`config.mk`:
```
export PLATFORM = sky130hd
export DESIGN_NAME = imem_arbiter_flat
export DESIGN_NICKNAME = d
export VERILOG_FILES = /design/src/rtl/imem_arbiter_if.sv /design/src/rtl/imem_arbiter.sv /design/src/flat_wrapper.sv
export SDC_FILE = /design/constraint.sdc
export NUM_CORES = 1
export LEC_CHECK = 0
export CORE_AREA = 2 2 98 100
export CTS_BUF_LIST = sky130_fd_sc_hd__clkbuf_2
export DETAILED_ROUTE_END_ITERATION = 10
export DIE_AREA = 0 0 100 102
export GPL_TIMING_DRIVEN = 0
export MAX_ROUTING_LAYER = met4
export PLACE_DENSITY = 0.56
export SLEW_MARGIN = 0
export SYNTH_ARGS = -nofsm -noshare
export SYNTH_HDL_FRONTEND = slang
export SYNTH_SLANG_ARGS = --single-unit
export TNS_END_PERCENT = 10
```
`constraint.sdc`:
```
create_clock -name i_clk -period 1.8 [get_ports i_clk]
set_clock_uncertainty 0.15 [all_clocks]
set_input_delay 0.27 -clock i_clk [delete_from_list [all_inputs] [get_ports i_clk]]
set_output_delay 0.27 -clock i_clk [all_outputs]
set_load 0.02 [all_outputs]
```
`src/rtl/imem_arbiter_if.sv`:
```
// Request, response and SRAM-side signals of the instruction-memory arbiter.
// The arbiter sits on the slave modport; requesters and the SRAM sit on master.
interface imem_arbiter_if #(
    parameter int unsigned ADDR_WIDTH = 12
);
    // Fetch port
    logic                  i_f_req;
    logic [31:0]           i_f_addr;
    logic                  o_f_gnt;
    logic                  o_f_rvalid;
    logic [31:0]           o_f_rdata;

    // Loader/debug port
    logic                  i_l_req;
    logic                  i_l_we;
    logic [3:0]            i_l_size;
    logic [31:0]           i_l_addr;
    logic [31:0]           i_l_wdata;
    logic                  i_l_lock;
    logic                  o_l_gnt;
    logic                  o_l_rvalid;
    logic [31:0]           o_l_rdata;

    // SRAM port
    logic [ADDR_WIDTH-3:0] o_mem_addr;
    logic [31:0]           o_mem_wdata;
    logic [3:0]            o_mem_size;
    logic                  o_mem_read;
    logic                  o_mem_write;
    logic [31:0]           i_mem_rdata;

    logic                  o_busy;

    modport slave (
        input  i_f_req, i_f_addr,
        output o_f_gnt, o_f_rvalid, o_f_rdata,
        input  i_l_req, i_l_we, i_l_size, i_l_addr, i_l_wdata, i_l_lock,
        output o_l_gnt, o_l_rvalid, o_l_rdata,
        output o_mem_addr, o_mem_wdata, o_mem_size, o_mem_read, o_mem_write,
        input  i_mem_rdata,
        output o_busy
    );

    modport master (
        output i_f_req, i_f_addr,
        input  o_f_gnt, o_f_rvalid, o_f_rdata,
        output i_l_req, i_l_we, i_l_size, i_l_addr, i_l_wdata, i_l_lock,
        input  o_l_gnt, o_l_rvalid, o_l_rdata,
        input  o_mem_addr, o_mem_wdata, o_mem_size, o_mem_read, o_mem_write,
        output i_mem_rdata,
        input  o_busy
    );
endinterface

```
`src/rtl/imem_arbiter.sv`:
```
// Two-port instruction SRAM arbiter: fetch vs loader, round-robin on conflict,
// combinational grant, single-cycle pipelined read/write response.
module imem_arbiter #(
    parameter int unsigned ADDR_WIDTH = 12
) (
    input logic           i_clk,
    input logic           i_rst_n,
    imem_arbiter_if.slave bus
);

    localparam int unsigned WordAw = ADDR_WIDTH - 2;

    typedef enum logic [1:0] {
        RspIdle = 2'd0,
        RspF    = 2'd1,
        RspLr   = 2'd2,
        RspLw   = 2'd3
    } rsp_e;

    rsp_e              rsp_q, rsp_d;
    logic              last_l_q, last_l_d;
    logic              f_elig;
    logic              f_win, l_win;
    logic [WordAw-1:0] f_word, l_word;

    // Address bits outside the SRAM window and the byte offset are ignored.
    logic unused_addr_bits;
    assign unused_addr_bits = ^{bus.i_f_addr[31:ADDR_WIDTH], bus.i_f_addr[1:0],
                                bus.i_l_addr[31:ADDR_WIDTH], bus.i_l_addr[1:0]};

    assign f_word = bus.i_f_addr[ADDR_WIDTH-1:2];
    assign l_word = bus.i_l_addr[ADDR_WIDTH-1:2];

    // Arbitration; held at zero during reset so every output reads 0.
    always_comb begin
        f_elig = bus.i_f_req & ~bus.i_l_lock;
        f_win  = 1'b0;
        l_win  = 1'b0;
        if (i_rst_n) begin
            if (f_elig && bus.i_l_req) begin
                f_win = last_l_q;
                l_win = ~last_l_q;
            end else begin
                f_win = f_elig;
                l_win = bus.i_l_req;
            end
        end
    end

    // State register
    always_ff @(posedge i_clk or negedge i_rst_n) begin
        if (!i_rst_n) begin
            rsp_q    <= RspIdle;
            last_l_q <= 1'b1;
        end else begin
            rsp_q    <= rsp_d;
            last_l_q <= last_l_d;
        end
    end

    // Next-state logic
    always_comb begin
        rsp_d    = RspIdle;
        last_l_d = last_l_q;
        if (f_win) begin
            rsp_d    = RspF;
            last_l_d = 1'b0;
        end else if (l_win) begin
            rsp_d    = bus.i_l_we ? RspLw : RspLr;
            last_l_d = 1'b1;
        end
    end

    // Output logic: request side from the winner, response side from rsp_q.
    always_comb begin
        bus.o_f_gnt     = f_win;
        bus.o_l_gnt     = l_win;
        bus.o_mem_read  = 1'b0;
        bus.o_mem_write = 1'b0;
        bus.o_mem_size  = 4'h0;
        bus.o_mem_addr  = '0;
        bus.o_mem_wdata = 32'h0;
        if (f_win) begin
            bus.o_mem_read = 1'b1;
            bus.o_mem_size = 4'hF;
            bus.o_mem_addr = f_word;
        end else if (l_win) begin
            bus.o_mem_read  = ~bus.i_l_we;
            bus.o_mem_write = bus.i_l_we;
            bus.o_mem_size  = bus.i_l_we ? bus.i_l_size : 4'hF;
            bus.o_mem_addr  = l_word;
            bus.o_mem_wdata = bus.i_l_wdata;
        end

        bus.o_f_rvalid = 1'b0;
        bus.o_f_rdata  = 32'h0;
        bus.o_l_rvalid = 1'b0;
        bus.o_l_rdata  = 32'h0;
        unique case (rsp_q)
            RspF: begin
                bus.o_f_rvalid = 1'b1;
                bus.o_f_rdata  = bus.i_mem_rdata;
            end
            RspLr: begin
                bus.o_l_rvalid = 1'b1;
                bus.o_l_rdata  = bus.i_mem_rdata;
            end
            RspLw:   bus.o_l_rvalid = 1'b1;
            default: ;
        endcase
        bus.o_busy = (rsp_q != RspIdle);
    end

endmodule

```
`src/flat_wrapper.sv`:
```
// flat-port wrapper written by rule: the top's interface ports become plain ports
module imem_arbiter_flat 
#(
    parameter int unsigned ADDR_WIDTH = 12
)
  (i_clk, i_rst_n, bus_i_f_req, bus_i_f_addr, bus_o_f_gnt, bus_o_f_rvalid, bus_o_f_rdata, bus_i_l_req, bus_i_l_we, bus_i_l_size, bus_i_l_addr, bus_i_l_wdata, bus_i_l_lock, bus_o_l_gnt, bus_o_l_rvalid, bus_o_l_rdata, bus_o_mem_addr, bus_o_mem_wdata, bus_o_mem_size, bus_o_mem_read, bus_o_mem_write, bus_i_mem_rdata, bus_o_busy);
  imem_arbiter_if #(.ADDR_WIDTH(ADDR_WIDTH)) bus_i ();
  input logic i_clk;
  input logic i_rst_n;
  input wire logic [$bits(bus_i.i_f_req)-1:0] bus_i_f_req;
  input wire logic [$bits(bus_i.i_f_addr)-1:0] bus_i_f_addr;
  output wire logic [$bits(bus_i.o_f_gnt)-1:0] bus_o_f_gnt;
  output wire logic [$bits(bus_i.o_f_rvalid)-1:0] bus_o_f_rvalid;
  output wire logic [$bits(bus_i.o_f_rdata)-1:0] bus_o_f_rdata;
  input wire logic [$bits(bus_i.i_l_req)-1:0] bus_i_l_req;
  input wire logic [$bits(bus_i.i_l_we)-1:0] bus_i_l_we;
  input wire logic [$bits(bus_i.i_l_size)-1:0] bus_i_l_size;
  input wire logic [$bits(bus_i.i_l_addr)-1:0] bus_i_l_addr;
  input wire logic [$bits(bus_i.i_l_wdata)-1:0] bus_i_l_wdata;
  input wire logic [$bits(bus_i.i_l_lock)-1:0] bus_i_l_lock;
  output wire logic [$bits(bus_i.o_l_gnt)-1:0] bus_o_l_gnt;
  output wire logic [$bits(bus_i.o_l_rvalid)-1:0] bus_o_l_rvalid;
  output wire logic [$bits(bus_i.o_l_rdata)-1:0] bus_o_l_rdata;
  output wire logic [$bits(bus_i.o_mem_addr)-1:0] bus_o_mem_addr;
  output wire logic [$bits(bus_i.o_mem_wdata)-1:0] bus_o_mem_wdata;
  output wire logic [$bits(bus_i.o_mem_size)-1:0] bus_o_mem_size;
  output wire logic [$bits(bus_i.o_mem_read)-1:0] bus_o_mem_read;
  output wire logic [$bits(bus_i.o_mem_write)-1:0] bus_o_mem_write;
  input wire logic [$bits(bus_i.i_mem_rdata)-1:0] bus_i_mem_rdata;
  output wire logic [$bits(bus_i.o_busy)-1:0] bus_o_busy;
  assign bus_i.i_f_req = bus_i_f_req;
  assign bus_i.i_f_addr = bus_i_f_addr;
  assign bus_o_f_gnt = bus_i.o_f_gnt;
  assign bus_o_f_rvalid = bus_i.o_f_rvalid;
  assign bus_o_f_rdata = bus_i.o_f_rdata;
  assign bus_i.i_l_req = bus_i_l_req;
  assign bus_i.i_l_we = bus_i_l_we;
  assign bus_i.i_l_size = bus_i_l_size;
  assign bus_i.i_l_addr = bus_i_l_addr;
  assign bus_i.i_l_wdata = bus_i_l_wdata;
  assign bus_i.i_l_lock = bus_i_l_lock;
  assign bus_o_l_gnt = bus_i.o_l_gnt;
  assign bus_o_l_rvalid = bus_i.o_l_rvalid;
  assign bus_o_l_rdata = bus_i.o_l_rdata;
  assign bus_o_mem_addr = bus_i.o_mem_addr;
  assign bus_o_mem_wdata = bus_i.o_mem_wdata;
  assign bus_o_mem_size = bus_i.o_mem_size;
  assign bus_o_mem_read = bus_i.o_mem_read;
  assign bus_o_mem_write = bus_i.o_mem_write;
  assign bus_i.i_mem_rdata = bus_i_mem_rdata;
  assign bus_o_busy = bus_i.o_busy;
  imem_arbiter #(.ADDR_WIDTH(ADDR_WIDTH)) u_core (.i_clk(i_clk), .i_rst_n(i_rst_n), .bus(bus_i));
endmodule
```
* After elaboration in Yosys (flattened, before gate mapping)
Index checks and enable logic that the tools add are counted.
W data, S select, Z words.
** Operators by class
- Reductions and logical operators :: 4
- Muxes and demuxes :: 24
- Bitwise operators :: 4
- Eq/ne operators :: 3
** Operators with widths (number)
- $mux W32 :: 4
- $mux W10 :: 2
- $mux W1 :: 13
- $mux W4 :: 3
- $eq A2 B2 Y1 const B :: 2
- $mux W2 :: 2
- $reduce_bool A2 Y1 :: 2
- $not A1 Y1 :: 3
- $eq A2 B1 Y1 const B :: 1
- $reduce_or A2 Y1 :: 1
- $and A1 B1 Y1 :: 1
- $logic_and A1 B1 Y1 :: 1
** Storage, ports and cells
- Flip-flop bits (word level) :: 3
- Input bits :: 138
- Output and inout port bits :: 117
- Logic and storage cells :: 37

* Longest topological paths before layout
- Word-level depth :: 7
- Mapped depth :: 4
- Gate-level depth less buffers :: 3

* Worst setup path after synthesis
OpenSTA, ideal clock, no wires.
- Kind :: reg2out
- Start :: register u_core.last_l_q
- End :: output bus_o_mem_addr[2]
- Data arrival time :: 1.309 ns
- Required time :: 1.380 ns
- Buffers on the path :: 1
- Cell stages (with the launch flop) :: 5
- Setup slack :: 0.071 ns
- Cells stage by stage :: dfstp_2 nand2b_1 and4_4 buf_6 a22o_1
** Between the ends
- Elaborated cells on any way between the ends :: 7
- Those cells by class :: 6 x mux; 1 x bitwise
** RTL lines
- from (decl) :: line imem_arbiter.sv:21 : logic last_l_q, last_l_d;
- from (signal assigned) :: line imem_arbiter.sv:57 : last_l_q <= last_l_d;
- $mux W1 :: line imem_arbiter.sv:40 : if (f_elig && bus.i_l_req) begin
- $mux W1 :: line imem_arbiter.sv:39 : if (i_rst_n) begin
- named net bus_o_f_gnt :: line flat_wrapper.sv:12 : output wire logic [$bits(bus_i.o_f_gnt)-1:0] bus_o_f_gnt;
- $mux W10 :: line imem_arbiter.sv:83 : if (f_win) begin
- to (decl) :: line flat_wrapper.sv:24 : output wire logic [$bits(bus_i.o_mem_addr)-1:0] bus_o_mem_addr;
The timed path passes the listed nets, and every way through them passes these cells.

* Worst setup path after layout
- Start :: register u_core.last_l_q
- End :: output bus_o_mem_addr[3]
** Between the ends
- Word-level cells in the longest chain between the ends :: 5
- Elaborated cells on any way between the ends :: 7
- Those cells by class :: 6 x mux; 1 x bitwise
** RTL lines
- $not A1 Y1 :: line imem_arbiter.sv:42 : l_win = ~last_l_q;
- $mux W1 :: line imem_arbiter.sv:40
- $mux W1 :: line imem_arbiter.sv:39
- $mux W10 :: line imem_arbiter.sv:87 : end else if (l_win) begin
- $mux W10 (*) :: line imem_arbiter.sv:83
Every way passes the cells marked *; elsewhere a longest branch is shown, timed or not.

==> results.ini <==
[outcome]
status = finished with violations
violations = setup timing

[power_and_ir_drop]
switching_share = 0.397
power.share.clock = 0.099
power.switching_w = 0.000413
p_leak_nw = 1.71
peakVddDrop_mv = 0.118
seqPwrFrac = 0.082
power_density_nw_per_um2 = 308
combPwrFrac = 0.819
p_int_w = 0.000626

[setup_path]
reg2reg_from = u_core.last_l_q
worstSetupEndpointType = output port
cp_max_fo = 4
critPathArrivalTime_ps = 1610
crit_type = register to output port
r2r_slack_ps = 320
crit_path_start_kind = register
rr_endpoint = u_core.rsp_q[0]
rr_worst_depth = 4
crit_required_ps = 1380

[hold_path]
hold_path_end = u_core.last_l_q
min_path_type = input port to register
worstHoldStart = i_rst_n
hold_depth = 3

[final_layout]
nets = 514
n_antenna_cell = 0
final_common_cell = clkdlybuf4s50_1
fillers = 958
finalInstanceArea_um2 = 3370
layout_common_cells = 89 x clkdlybuf4s50_1, 63 x and2_1, 56 x buf_2
multiInputGateArea_um2 = 960
stdcell_count = 486
area_growth_pct = 233
regArea_um2 = 76.3
drive_gt1_frac = 0.512

[global_routing]
antenna_found_initial = 0
grt_max_degree = 11
grt_first_pass_wirelength_um = 9580
grt.overflow.total = 0
grt_pass1_vias = 1980
grt_use_total = 0.120

[timing]
period_minus_slack_ps = 2030
rsz0062_at_grt = true
tightest_slew_ps = 245
setup_viol = 45
fmax_mhz = 493
hold_viol_final = 0
final.setup.worst_slack_ps = -230
relSlewSlack = 0.835
period_share = 1.13
worst_hold_slack_ps = 337
drv_slew = 0

[routing]
totalWireLength_um = 6500
dr.first_iter.drc_count = 16
postRouteAntennaNets = 0
wl_per_cell_um = 13.4
via_per_inst = 3.92
drc = 0
drtPass1Iterations = 4
vias = 1906

[yosys]
syn_nets = 285
yosysSeqAreaShare = 0.0755
synthCells = 147
ys_warn_count = 0
ys_ff_latch = 3
synthDistinctLibCells = 21
synth_area_um2 = 1010
synth_area_per_cell_um2 = 6.88

[clock_tree]
clkTransAtPathRegs_ps = 50
htree_num_levels = 1
root_buffer = clkbuf_2
clk_latency_ps = 220
cts_tree = yes
clk_path_buf_depth = 2
cts_buffers = 3
cts.sinks = 3

[placement]
dpl.hpwl_um = 5290
pre_cts_ws_ps = -1010
io_buffers = 210
dpl-instance-area_um2 = 3250
place.gp.congestion = 0.729
dp.cells = 468

[floorplanning]
die-width_um = 100
num_io_pins = 255
start_util = 0.111
coreArea_um2 = 9110
die_area_um2 = 10200
die_y_um = 102
placementRows = 35

[job]
drv_cap = 0

## cell families (layout without fill, tap and decap cells)
family / count (synthesis) / in the layout / share of synthesized area
buf+inv: 15 / 243 / 0.0928
flops: 3 / 3 / 0.0755
compound gates: 23 / 23 / 0.172
simple gates: 106 / 106 / 0.660
## final cells by class
| cell class | count | share of cell area |
|---|---|---|
| Buffer | 11 | 0.0424 |
| Clock buffer | 4 | 0.00595 |
| Inverter | 3 | 0.00335 |
| Multi-Input combinational cell | 129 | 0.285 |
| Sequential cell | 3 | 0.0227 |
| Tap cell | 111 | 0.0413 |
| Timing Repair Buffer | 225 | 0.599 |
## cells in the mapped netlist, drive strengths merged
cell,n,share of area
and2,97,0.61
nand3,1,0.0049
nand2,2,0.0099
buf,5,0.056
nor2,1,0.0037
a21o,1,0.0087
dfstp,1,0.026
dfrtp,2,0.050
inv,3,0.011
o21ai,4,0.020
or2,1,0.0062
nand2b,1,0.0062
and4,1,0.011
a21oi,6,0.030
a31oi,2,0.027
a22o,10,0.087
clkbuf,7,0.026
nor2b,2,0.012
## sequential cells by signal (all words and copies together), names as in the netlist
register	count
u_core.last_l_q	1
u_core.rsp_q	2
## worst max-delay path, stage by stage (launching register included)
cell and delay [ps]:
dfstp_2 570, a31oi_4 130, buf_12 160, buf_12 120
buf_6 100, a22o_1 180, buf_6 130
## metal layers
metal,up-vias,GRT usage,part of all wire
met5,-,-,0
met4,0,0.0232,0.0060
met3,5,0.0239,0.10
met2,142,0.241,0.53
met1,833,0.120,0.36
li1,926,-,-
## metrics by stage
stage                     total power (W)   util  TNS (ps)
final                             0.00104  0.370     -8000
after floorplan                  0.000394      -         0
after global placement           0.000876  0.357    -71270
after detailed placement         0.000878  0.357    -72930
after CTS                         0.00103  0.366     -7930
after global routing              0.00111  0.370    -14630
## how the worst max path moves through the flow
stage | start | to | slack (ps) | cells after the start
5_1_grt | u_core.last_l_q | bus_o_mem_addr[2] | -300 | 6
2_1_floorplan | u_core.last_l_q | bus_o_mem_addr[2] | 70 | 4
4_1_cts | u_core.last_l_q | bus_o_mem_addr[2] | -230 | 6
6_report | u_core.last_l_q | bus_o_mem_addr[3] | -230 | 6
3_5_place_dp | i_rst_n | bus_o_mem_wdata[0] | -1010 | 6
3_3_place_gp | i_rst_n | bus_o_mem_wdata[0] | -990 | 6
## power groups by stage
stage / logic [W] / registers [W] / clock network, W
6_report: 0.000851 / 0.0000848 / 0.000103
5_1_grt: 0.000907 / 0.0000858 / 0.000115
4_1_cts: 0.000844 / 0.0000838 / 0.000104
3_5_place_dp: 0.000794 / 0.0000837 / 0
3_3_place_gp: 0.000793 / 0.0000839 / 0
2_1_floorplan: 0.000311 / 0.0000827 / 0
## timing repair
action | 4_1_cts | 5_1_grt
setup buffers | 10 | 1
resized for setup | 594 | 41
cloned | 2 | 0
hold endpoints to repair | 2 | 0
hold buffers | 2 | 0
setup endpoints to repair | 116 | 116
pin swaps | 36 | 6
Power figures use the tool's default switching activity.
